File: src/rtl/control_pkg.sv
// Shared encodings for the multicycle RV32I control path: FSM states, opcodes,
// ALU operation codes and datapath mux selects.
package control_pkg;

   localparam int ALU_CODE_W = 3;

   localparam logic [3:0] S_FETCH    = 4'd0;
   localparam logic [3:0] S_DECODE   = 4'd1;
   localparam logic [3:0] S_MEMADR   = 4'd2;
   localparam logic [3:0] S_MEMREAD  = 4'd3;
   localparam logic [3:0] S_MEMWB    = 4'd4;
   localparam logic [3:0] S_MEMWRITE = 4'd5;
   localparam logic [3:0] S_EXECUTER = 4'd6;
   localparam logic [3:0] S_EXECUTEI = 4'd7;
   localparam logic [3:0] S_ALUWB    = 4'd8;
   localparam logic [3:0] S_JAL      = 4'd9;
   localparam logic [3:0] S_BRANCH   = 4'd10;

   typedef enum logic [3:0] {
      FETCH    = S_FETCH,
      DECODE   = S_DECODE,
      MEMADR   = S_MEMADR,
      MEMREAD  = S_MEMREAD,
      MEMWB    = S_MEMWB,
      MEMWRITE = S_MEMWRITE,
      EXECUTER = S_EXECUTER,
      EXECUTEI = S_EXECUTEI,
      ALUWB    = S_ALUWB,
      JAL      = S_JAL,
      BRANCH   = S_BRANCH
   } state_t;

   localparam logic [6:0] OP_LOAD   = 7'b0000011;
   localparam logic [6:0] OP_STORE  = 7'b0100011;
   localparam logic [6:0] OP_RTYPE  = 7'b0110011;
   localparam logic [6:0] OP_ITYPE  = 7'b0010011;
   localparam logic [6:0] OP_JAL    = 7'b1101111;
   localparam logic [6:0] OP_BRANCH = 7'b1100011;

   localparam logic [ALU_CODE_W-1:0] ALU_ADD = 3'b000;
   localparam logic [ALU_CODE_W-1:0] ALU_SUB = 3'b001;
   localparam logic [ALU_CODE_W-1:0] ALU_AND = 3'b010;
   localparam logic [ALU_CODE_W-1:0] ALU_OR  = 3'b011;
   localparam logic [ALU_CODE_W-1:0] ALU_SLT = 3'b101;

   // Operation class handed from the FSM to the ALU decoder.
   localparam logic [1:0] ALUOP_ADD   = 2'b00;
   localparam logic [1:0] ALUOP_SUB   = 2'b01;
   localparam logic [1:0] ALUOP_FUNCT = 2'b10;

   localparam logic       ADR_PC     = 1'b0;
   localparam logic       ADR_ALUOUT = 1'b1;
   localparam logic [1:0] RES_ALUOUT = 2'b00;
   localparam logic [1:0] RES_DATA   = 2'b01;
   localparam logic [1:0] RES_ALU    = 2'b10;
   localparam logic [1:0] SRCA_PC    = 2'b00;
   localparam logic [1:0] SRCA_OLDPC = 2'b01;
   localparam logic [1:0] SRCA_RS1   = 2'b10;
   localparam logic [1:0] SRCB_RS2   = 2'b00;
   localparam logic [1:0] SRCB_IMM   = 2'b01;
   localparam logic [1:0] SRCB_FOUR  = 2'b10;
   localparam logic [1:0] IMM_I      = 2'b00;
   localparam logic [1:0] IMM_S      = 2'b01;
   localparam logic [1:0] IMM_B      = 2'b10;
   localparam logic [1:0] IMM_J      = 2'b11;

endpackage

File: src/rtl/alu_decoder.sv
// Maps the FSM's ALU operation class plus funct fields onto the 3-bit ALU code.
module alu_decoder
   import control_pkg::*;
(
   input  logic [1:0]            alu_op,
   input  logic [2:0]            funct3,
   input  logic                  funct7b5,
   input  logic                  op5,
   output logic [ALU_CODE_W-1:0] alu_control
);

   always_comb begin
      alu_control = ALU_ADD;
      case (alu_op)
         ALUOP_SUB:   alu_control = ALU_SUB;
         ALUOP_FUNCT: begin
            case (funct3)
               // op5 distinguishes R-type from I-type, so addi never subtracts.
               3'b000:  alu_control = (op5 & funct7b5) ? ALU_SUB : ALU_ADD;
               3'b010:  alu_control = ALU_SLT;
               3'b110:  alu_control = ALU_OR;
               3'b111:  alu_control = ALU_AND;
               default: alu_control = ALU_ADD;
            endcase
         end
         default:     alu_control = ALU_ADD;
      endcase
   end

endmodule

File: src/rtl/multicycle_control.sv
// Moore control FSM for the multicycle RV32I datapath.
// Optional macro BRANCH_NE_EN adds bne resolution in the BRANCH state.
module multicycle_control
   import control_pkg::*;
#(
   parameter int ALU_W = 3
) (
   input  logic             clk,
   input  logic             reset,
   input  logic [6:0]       opcode,
   input  logic [2:0]       funct3,
   input  logic             funct7b5,
   input  logic             zero,
   output logic             pc_write,
   output logic             adr_src,
   output logic             mem_write,
   output logic             ir_write,
   output logic             reg_write,
   output logic [1:0]       result_src,
   output logic [1:0]       alu_src_a,
   output logic [1:0]       alu_src_b,
   output logic [1:0]       imm_src,
   output logic [ALU_W-1:0] alu_control
);

   state_t     state_reg;
   state_t     state_next;
   logic [1:0] alu_op;
   logic       branch_taken;

`ifdef BRANCH_NE_EN
   assign branch_taken = ((funct3 == 3'b000) & zero) | ((funct3 == 3'b001) & ~zero);
`else
   assign branch_taken = (funct3 == 3'b000) & zero;
`endif

   always_ff @(posedge clk) begin
      if (reset) state_reg <= FETCH;
      else       state_reg <= state_next;
   end

   always_comb begin
      state_next = FETCH;
      pc_write   = 1'b0;
      adr_src    = ADR_PC;
      mem_write  = 1'b0;
      ir_write   = 1'b0;
      reg_write  = 1'b0;
      result_src = RES_ALUOUT;
      alu_src_a  = SRCA_PC;
      alu_src_b  = SRCB_RS2;
      imm_src    = IMM_I;
      alu_op     = ALUOP_ADD;
      case (state_reg)
         FETCH: begin
            ir_write   = 1'b1;
            pc_write   = 1'b1;
            alu_src_b  = SRCB_FOUR;
            result_src = RES_ALU;
            state_next = DECODE;
         end
         DECODE: begin
            alu_src_a = SRCA_OLDPC;
            alu_src_b = SRCB_IMM;
            imm_src   = IMM_B;
            case (opcode)
               OP_LOAD, OP_STORE: state_next = MEMADR;
               OP_RTYPE:          state_next = EXECUTER;
               OP_ITYPE:          state_next = EXECUTEI;
               OP_JAL:            state_next = JAL;
               OP_BRANCH:         state_next = BRANCH;
               default:           state_next = FETCH;
            endcase
         end
         MEMADR: begin
            alu_src_a  = SRCA_RS1;
            alu_src_b  = SRCB_IMM;
            imm_src    = (opcode == OP_STORE) ? IMM_S : IMM_I;
            state_next = (opcode == OP_STORE) ? MEMWRITE : MEMREAD;
         end
         MEMREAD: begin
            adr_src    = ADR_ALUOUT;
            state_next = MEMWB;
         end
         MEMWB: begin
            result_src = RES_DATA;
            reg_write  = 1'b1;
         end
         MEMWRITE: begin
            adr_src   = ADR_ALUOUT;
            mem_write = 1'b1;
         end
         EXECUTER: begin
            alu_src_a  = SRCA_RS1;
            alu_op     = ALUOP_FUNCT;
            state_next = ALUWB;
         end
         EXECUTEI: begin
            alu_src_a  = SRCA_RS1;
            alu_src_b  = SRCB_IMM;
            alu_op     = ALUOP_FUNCT;
            state_next = ALUWB;
         end
         ALUWB: reg_write = 1'b1;
         JAL: begin
            alu_src_a  = SRCA_OLDPC;
            alu_src_b  = SRCB_FOUR;
            pc_write   = 1'b1;
            state_next = ALUWB;
         end
         BRANCH: begin
            alu_src_a = SRCA_RS1;
            alu_op    = ALUOP_SUB;
            pc_write  = branch_taken;
         end
         default: state_next = FETCH;
      endcase
      // Outputs are held quiet for the whole reset window, whatever state is held.
      if (reset) begin
         pc_write   = 1'b0;
         adr_src    = ADR_PC;
         mem_write  = 1'b0;
         ir_write   = 1'b0;
         reg_write  = 1'b0;
         result_src = RES_ALUOUT;
         alu_src_a  = SRCA_PC;
         alu_src_b  = SRCB_RS2;
         imm_src    = IMM_I;
         alu_op     = ALUOP_ADD;
      end
   end

   alu_decoder u_alu_decoder (
      .alu_op      (alu_op),
      .funct3      (funct3),
      .funct7b5    (funct7b5),
      .op5         (opcode[5]),
      .alu_control (alu_control)
   );

endmodule

File: config.mk
export PLATFORM = sky130hd
export DESIGN_NAME = multicycle_control
export DESIGN_NICKNAME = d
export VERILOG_FILES = /design/src/rtl/control_pkg.sv /design/src/rtl/alu_decoder.sv /design/src/rtl/multicycle_control.sv
export SDC_FILE = /design/constraint.sdc
export NUM_CORES = 1
export LEC_CHECK = 0
export CAP_MARGIN = 5
export CORE_MARGIN = 2
export CORE_UTILIZATION = 38
export CTS_CLUSTER_SIZE = 25
export DETAILED_ROUTE_END_ITERATION = 7
export GPL_ROUTABILITY_DRIVEN = 1
export PLACE_DENSITY = 0.82
export SLEW_MARGIN = 0
export SYNTH_ARGS = -nofsm -noshare
export SYNTH_HDL_FRONTEND = slang
export SYNTH_SLANG_ARGS = --single-unit
File: constraint.sdc
create_clock -name clk -period 2.8 [get_ports clk]
set_input_delay 0.42 -clock clk [delete_from_list [all_inputs] [get_ports clk]]
set_output_delay 0.42 -clock clk [all_outputs]
set_load 0.02 [all_outputs]
==> impl_metrics.csv, run 1 <==
group,metric,value,unit
status,status,"complete, no violations",
clock_network,htreeDepth,1,
drt,postRouteAntennaNets,0,
placed_design,dp_hpwl,999,um
cells_and_area,area_growth,66.9,%
critical_path,cp.required,2.38,ns
clock_network,clk_latency,0.24,ns
grt,antenna_found_initial,0,
logic_synthesis,synth-edff-count,0,
power_and_ir_drop,ir_drop,0.254,mV
cells_and_area,drive_gt1_frac,0.0769,
grt,grt_overflow,0,
clock_network,clk_pin_slew,0.04,ns
clock_network,hold_buffers,0,
placed_design,gp_congestion,0.711,
logic_synthesis,synth_warnings,0,
drt,dr_total_vias,630,
logic_synthesis,synth_top_cell_by_area,"dfxtp_1",
power_and_ir_drop,p_int,148,uW
critical_path,arrival,2.28,ns
sta,fin_crit_sh,0.964,
logic_synthesis,avgSynthCellArea,6.79,sq um
logic_synthesis,synth_commonest_cells,"nor2_1, inv_1, nor3_1, nand2_1",
logic_synthesis,syn_inst,73,
sta,drv_slew,0,
logic_synthesis,synth.most_common_cell,"nor2_1",
sta,tightest_slew,0.423,ns
sta,setup_viol,0,
power_and_ir_drop,cellLeakagePower,0.000356,uW
critical_path,path_common_cell,"clkdlybuf4s50_1",
power_and_ir_drop,clkPwrFrac,0.352,
floorplanning,io_pins,30,
drt,route.detailed.wl_per_inst,11.2,um
grt,grtUsageTotal,0.193,
clock_network,cts_resized,2,
placed_design,dpl_worst_slack,-0.101,ns
power_and_ir_drop,seqPwrFrac,0.302,
logic_synthesis,synth_seq_cells,4,
grt,grt_max_degree,14,
cells_and_area,diodes,0,
sta,skew,0.00701,ns
logic_synthesis,yosysSeqAreaShare,0.162,
power_and_ir_drop,pwr-share-comb,0.346,
clock_network,cts_made_buffers,3,
clock_network,post-cts-setup-buffers,0,
floorplanning,start_util,0.396,
cells_and_area,nFillCells,117,
clock_network,cts.sinks,4,
critical_path,start_kind,"primary input",
power_and_ir_drop,power_switching,60.6,uW
drt,drc,0,
floorplanning,coreArea,0.00125,sq mm
cells_and_area,regArea,80.1,sq um
logic_synthesis,synth-async-reset-ratio,0,
floorplanning,fp.dieW,40.1,um
floorplanning,die_h,40.1,um
flow_run,drv_cap,0,
sta,max_slew_margin,0.717,
cells_and_area,largest_reg_flops,4,
logic_synthesis,synth_nets,89,
logic_synthesis,synth_area,495,sq um
clock_network,root_buffer,"clkbuf_4",
sta,fmax,0.370,GHz
critical_path,cpPeakStageDelay,0.66,ns
clock_network,cts_buffer_depth,2,
drt,firstDrtPassIters,4,
min_path,hold_path.class,"flop to flop",
drt,totalWireLength,1330,um
cells_and_area,layout.nets,122,
floorplanning,num_rows,13,
sta,timing.setup.tns,0,ns
grt,grt_pass1_wl,2100,um
sta,period_minus_slack,2.70,ns
sta,finalHoldViolCount,0,
critical_path,cp-end-kind,"primary output",
logic_synthesis,ys.flop_type,"dfxtp_1",
grt,grt_pass1_vias,530,
sta,fin_ws,0.0999,ns
critical_path,crit_slowest_cell,"clkdlybuf4s50_1",
drt,vias_per_cell,5.29,
placed_design,io_buffers,29,
drt,drt_iter0_markers,15,
sta,hold_ws,0.636,ns
logic_synthesis,synth.area.top_cells,"dfxtp_1, xnor2_1, nor2_1",
power_and_ir_drop,p_per_area,252,mW/mm^2
cells_and_area,multi_input_area,363,sq um
clock_network,cts_tree,"yes",
logic_synthesis,synth.distinct_cells,29,
logic_synthesis,yosys.area.top_type_share,0.162,
floorplanning,die_area,0.00161,sq mm
critical_path,cp_max_fo,5,
power_and_ir_drop,switching_share,0.290,
critical_path,crit_path_cell_trace,"clkdlybuf4s50_1 > or3_4 > buf_4 > nor3_1 > clkdlybuf4s50_1",
sta,rsz0062_at_grt,"false",
critical_path,crit_type,"primary input to primary output",
per-layer routing:
layer,track usage,share of wire,vias to the layer above
met1,0.235,0.44,283
met3,0.0556,0.062,2
met2,0.319,0.48,22
met4,0.0690,0.0098,0
li1,-,-,323
met5,0,0,-
cell type report:
class / count / share of cell area
Multi-Input combinational cell: 58 / 0.439
Timing Repair Buffer: 33 / 0.387
Sequential cell: 4 / 0.0968
Clock buffer: 3 / 0.0272
Inverter: 6 / 0.0272
Tap cell: 15 / 0.0227
critical path: cells and delay by family:
kind,cells,cell delay [ns]
and+or+nand+nor,2,0.55
buffers and inverters,3,1.30
cell usage in the layout, fill, tap and decap left out, types with 3 or more instances in the layout:
cell and n:
clkbuf_4 3, nand3_1 3, dfxtp_1 4, and3_1 3
xnor2_1 4, inv_1 6, clkdlybuf4s50_1 26, nor2_1 9
nand2_1 5, a21oi_1 4, buf_4 4, nor3_1 6
worst paths after layout:
path	from	end	slack, ns	depth (start not counted)
min reg2reg	state_reg[1]$_SDFF_PP0_	state_reg[2]$_SDFF_PP0_	0.64	2
max reg2reg	state_reg[2]$_SDFF_PP0_	state_reg[1]$_SDFF_PP0_	1.23	4
max	reset	result_src[1]	0.1	5
min	state_reg[1]$_SDFF_PP0_	state_reg[2]$_SDFF_PP0_	0.64	2
stage by stage:
stage | area, sq um | utilization | std cells | total power, uW
after floorplan | 495 | - | 73 | 94.4
after global placement | 805 | 0.642 | 116 | 135
after detailed placement | 805 | 0.642 | 116 | 136
after CTS | 825 | 0.658 | 119 | 210
after global routing | 827 | 0.660 | 119 | 223
final | 827 | 0.660 | 119 | 209
power by group through the flow:
stage	combinational [uW]	sequential (uW)	clock (uW)
after floorplan	33.8	60.6	0
after CTS	72.5	63.0	74.2
after global placement	71.1	63.7	0
final	72.2	63.1	73.3
after detailed placement	72.0	63.9	0
after global routing	79.0	63.5	80.1
logic make-up (layout without fill, tap and decap cells):
| logic type | count (synthesis) | count (layout) | share of synthesized area |
|---|---|---|---|
| AND/OR/NAND/NOR | 38 | 38 | 0.422 |
| AO/OA/AOI/OAI | 13 | 13 | 0.172 |
| buffers and inverters | 11 | 42 | 0.106 |
| XOR/XNOR | 5 | 5 | 0.0884 |
| flip-flops | 4 | 4 | 0.162 |
| adder cells (fa/ha/maj) | 2 | 2 | 0.0505 |
Power figures use the tool's default switching activity.
==> run 2, diff against run 1 <==
- clock period: 2.8 -> 3.2 ns (I/O delays scaled with it)
==> run 2 against run 1 <==
  * Via count decreased by 6.2%
  * Register-to-register slack improved by 0.42 ns
  * First-iteration DRC count decreased by 73%
  * Core utilization decreased by 2.2 points
  * Total power decreased by 14%
  * Clock-buffer cell count unchanged
  * Clock skew decreased by 0.0021 ns
  * Sequential cell count unchanged
  * Cell area decreased by 3.3%
  * Clock power decreased by 13%
  * Sequential share of layout area increased by 0.33 points
  * Critical endpoint is now imm_src[0]
==> impl_metrics.csv, run 2 (synthesis results as in run 1) <==
group,metric,value,unit
status,status,"complete, no violations",
critical_path,crit_type,"primary input to primary output",
drt,wl_met1,516,um
critical_path,reg2reg_from,"state_reg[2]$_SDFF_PP0_",
sta,drv_slew,0,
drt,vias_per_cell,5.14,
power_and_ir_drop,cellLeakagePower,0.000328,uW
critical_path,cp.required,2.72,ns
clock_network,root_buffer,"clkbuf_4",
cells_and_area,multi_input_area,363,sq um
floorplanning,num_rows,13,
sta,max_slew_margin,0.722,
sta,fin_crit_sh,0.938,
clock_network,cts_buffer_depth,2,
grt,grt_pass1_wl,1960,um
placed_design,dpl_worst_slack,0.129,ns
drt,route.detailed.wl_per_inst,10.7,um
drt,routed-wl-met3,79,um
grt,grt_max_degree,14,
cells_and_area,drive_gt1_frac,0.0400,
flow_run,drv_cap,0,
clock_network,cts_tree,"yes",
floorplanning,start_util,0.396,
clock_network,cts.sinks,4,
cells_and_area,regArea,80.1,sq um
cells_and_area,area_growth,61.4,%
grt,antenna_found_initial,0,
placed_design,gp_congestion,0.694,
drt,drc,0,
min_path,holdPathStages,2,
critical_path,r2r_end,"state_reg[1]$_SDFF_PP0_",
floorplanning,io_pins,30,
floorplanning,fp.dieW,40.1,um
sta,timing.setup.tns,0,ns
floorplanning,die_h,40.1,um
sta,skew,0.00486,ns
drt,dr_total_vias,591,
cells_and_area,diodes,0,
drt,totalWireLength,1230,um
placed_design,dp_hpwl,1000,um
drt,firstDrtPassIters,2,
min_path,whs_endpoint,"state_reg[2]$_SDFF_PP0_",
power_and_ir_drop,power,179,uW
power_and_ir_drop,ir_drop,0.171,mV
clock_network,clk_pin_slew,0.04,ns
cells_and_area,largest_reg_flops,4,
sta,fmax,0.333,GHz
critical_path,reg2reg_depth,3,
drt,wl_met2,611,um
grt,grtUsageTotal,0.177,
floorplanning,die_area,0.00161,sq mm
cells_and_area,utilization,0.638,
floorplanning,coreArea,0.00125,sq mm
sta,rsz0062_at_grt,"false",
drt,drt_iter0_markers,4,
min_path,hold_path.class,"flop to flop",
cells_and_area,layout.nets,118,
cells_and_area,final_common_cell,"clkdlybuf4s50_1",
grt,grt_overflow,0,
clock_network,hold_buffers,0,
grt,grt_pass1_vias,505,
sta,setup_viol,0,
cells_and_area,mostFrequentLayoutCells,"clkdlybuf4s50_1, nor2_1, inv_1, nor3_1, nand2_1",
critical_path,ff2ff_setup_slack,1.65,ns
critical_path,start_kind,"primary input",
placed_design,io_buffers,29,
critical_path,cp_max_fo,8,
drt,postRouteAntennaNets,0,
critical_path,arrival,2.52,ns
min_path,min_from,"state_reg[1]$_SDFF_PP0_",
critical_path,cp-end-kind,"primary output",
sta,finalHoldViolCount,0,
clock_network,cts_made_buffers,3,
sta,period_minus_slack,3.00,ns
power_and_ir_drop,p_per_area,224,mW/mm^2
cells_and_area,nFillCells,124,
sta,fin_ws,0.199,ns
clock_network,htreeDepth,1,
clock_network,post-cts-setup-buffers,0,
clock_network,clk_latency,0.24,ns
sta,tightest_slew,0.407,ns
drt,highest_layer,"met4",
run 2: through the flow:
step / area, sq um / cells / hold WS [ns]
2_1_floorplan: 495 / 73 / 0.538
4_1_cts: 797 / 115 / 0.652
5_1_grt: 800 / 115 / 0.705
6_report: 800 / 115 / 0.652
3_3_place_gp: 774 / 112 / 0.625
3_5_place_dp: 774 / 112 / 0.649
run 2: metal layers:
metal	vias up	track usage
met3	2	0.0167
li1	312	-
met2	20	0.327
met4	0	0.0862
met5	-	0
met1	257	0.199
run 2: final cells by class:
cell class	count	share of cell area
inverters	6	0.0282
clock buffers	3	0.0282
repair buffers	29	0.366
multi-input cells	58	0.454
flip-flops and latches	4	0.100
well taps	15	0.0235
run 2: what timing repair did:
| action | 4_1_cts | 5_1_grt |
|---|---|---|
| hold endpoints to repair | 0 | 0 |
| gates resized for setup | 0 | 1 |
| endpoints found under the setup margin | 0 | 1 |
run 2: how the worst max path moves through the flow:
stage | endpoint | slack, ns | from
after floorplan | alu_control[2] | 0.89 | state_reg[2]$_SDFF_PP0_
after global placement | alu_control[2] | 0.16 | reset
after detailed placement | alu_control[2] | 0.13 | reset
after CTS | alu_control[2] | 0.11 | reset
after global routing | imm_src[0] | 0.10 | reset
final | imm_src[0] | 0.20 | reset
run 2: critical path, stage by stage:
cell and delay [ns]:
clkdlybuf4s50_1 0.54, or3_4 0.41, or3_1 0.36, nor2b_1 0.12
clkdlybuf4s50_1 0.61
run 2: report_power, final:
| part | switching, uW | internal [uW] | total [uW] |
|---|---|---|---|
| combinational | 26.4 | 33.8 | 60.2 |
| sequential | 3.80 | 51.3 | 55.1 |
| clock | 21.6 | 42.0 | 63.6 |
| total | 51.7 | 127 | 179 |
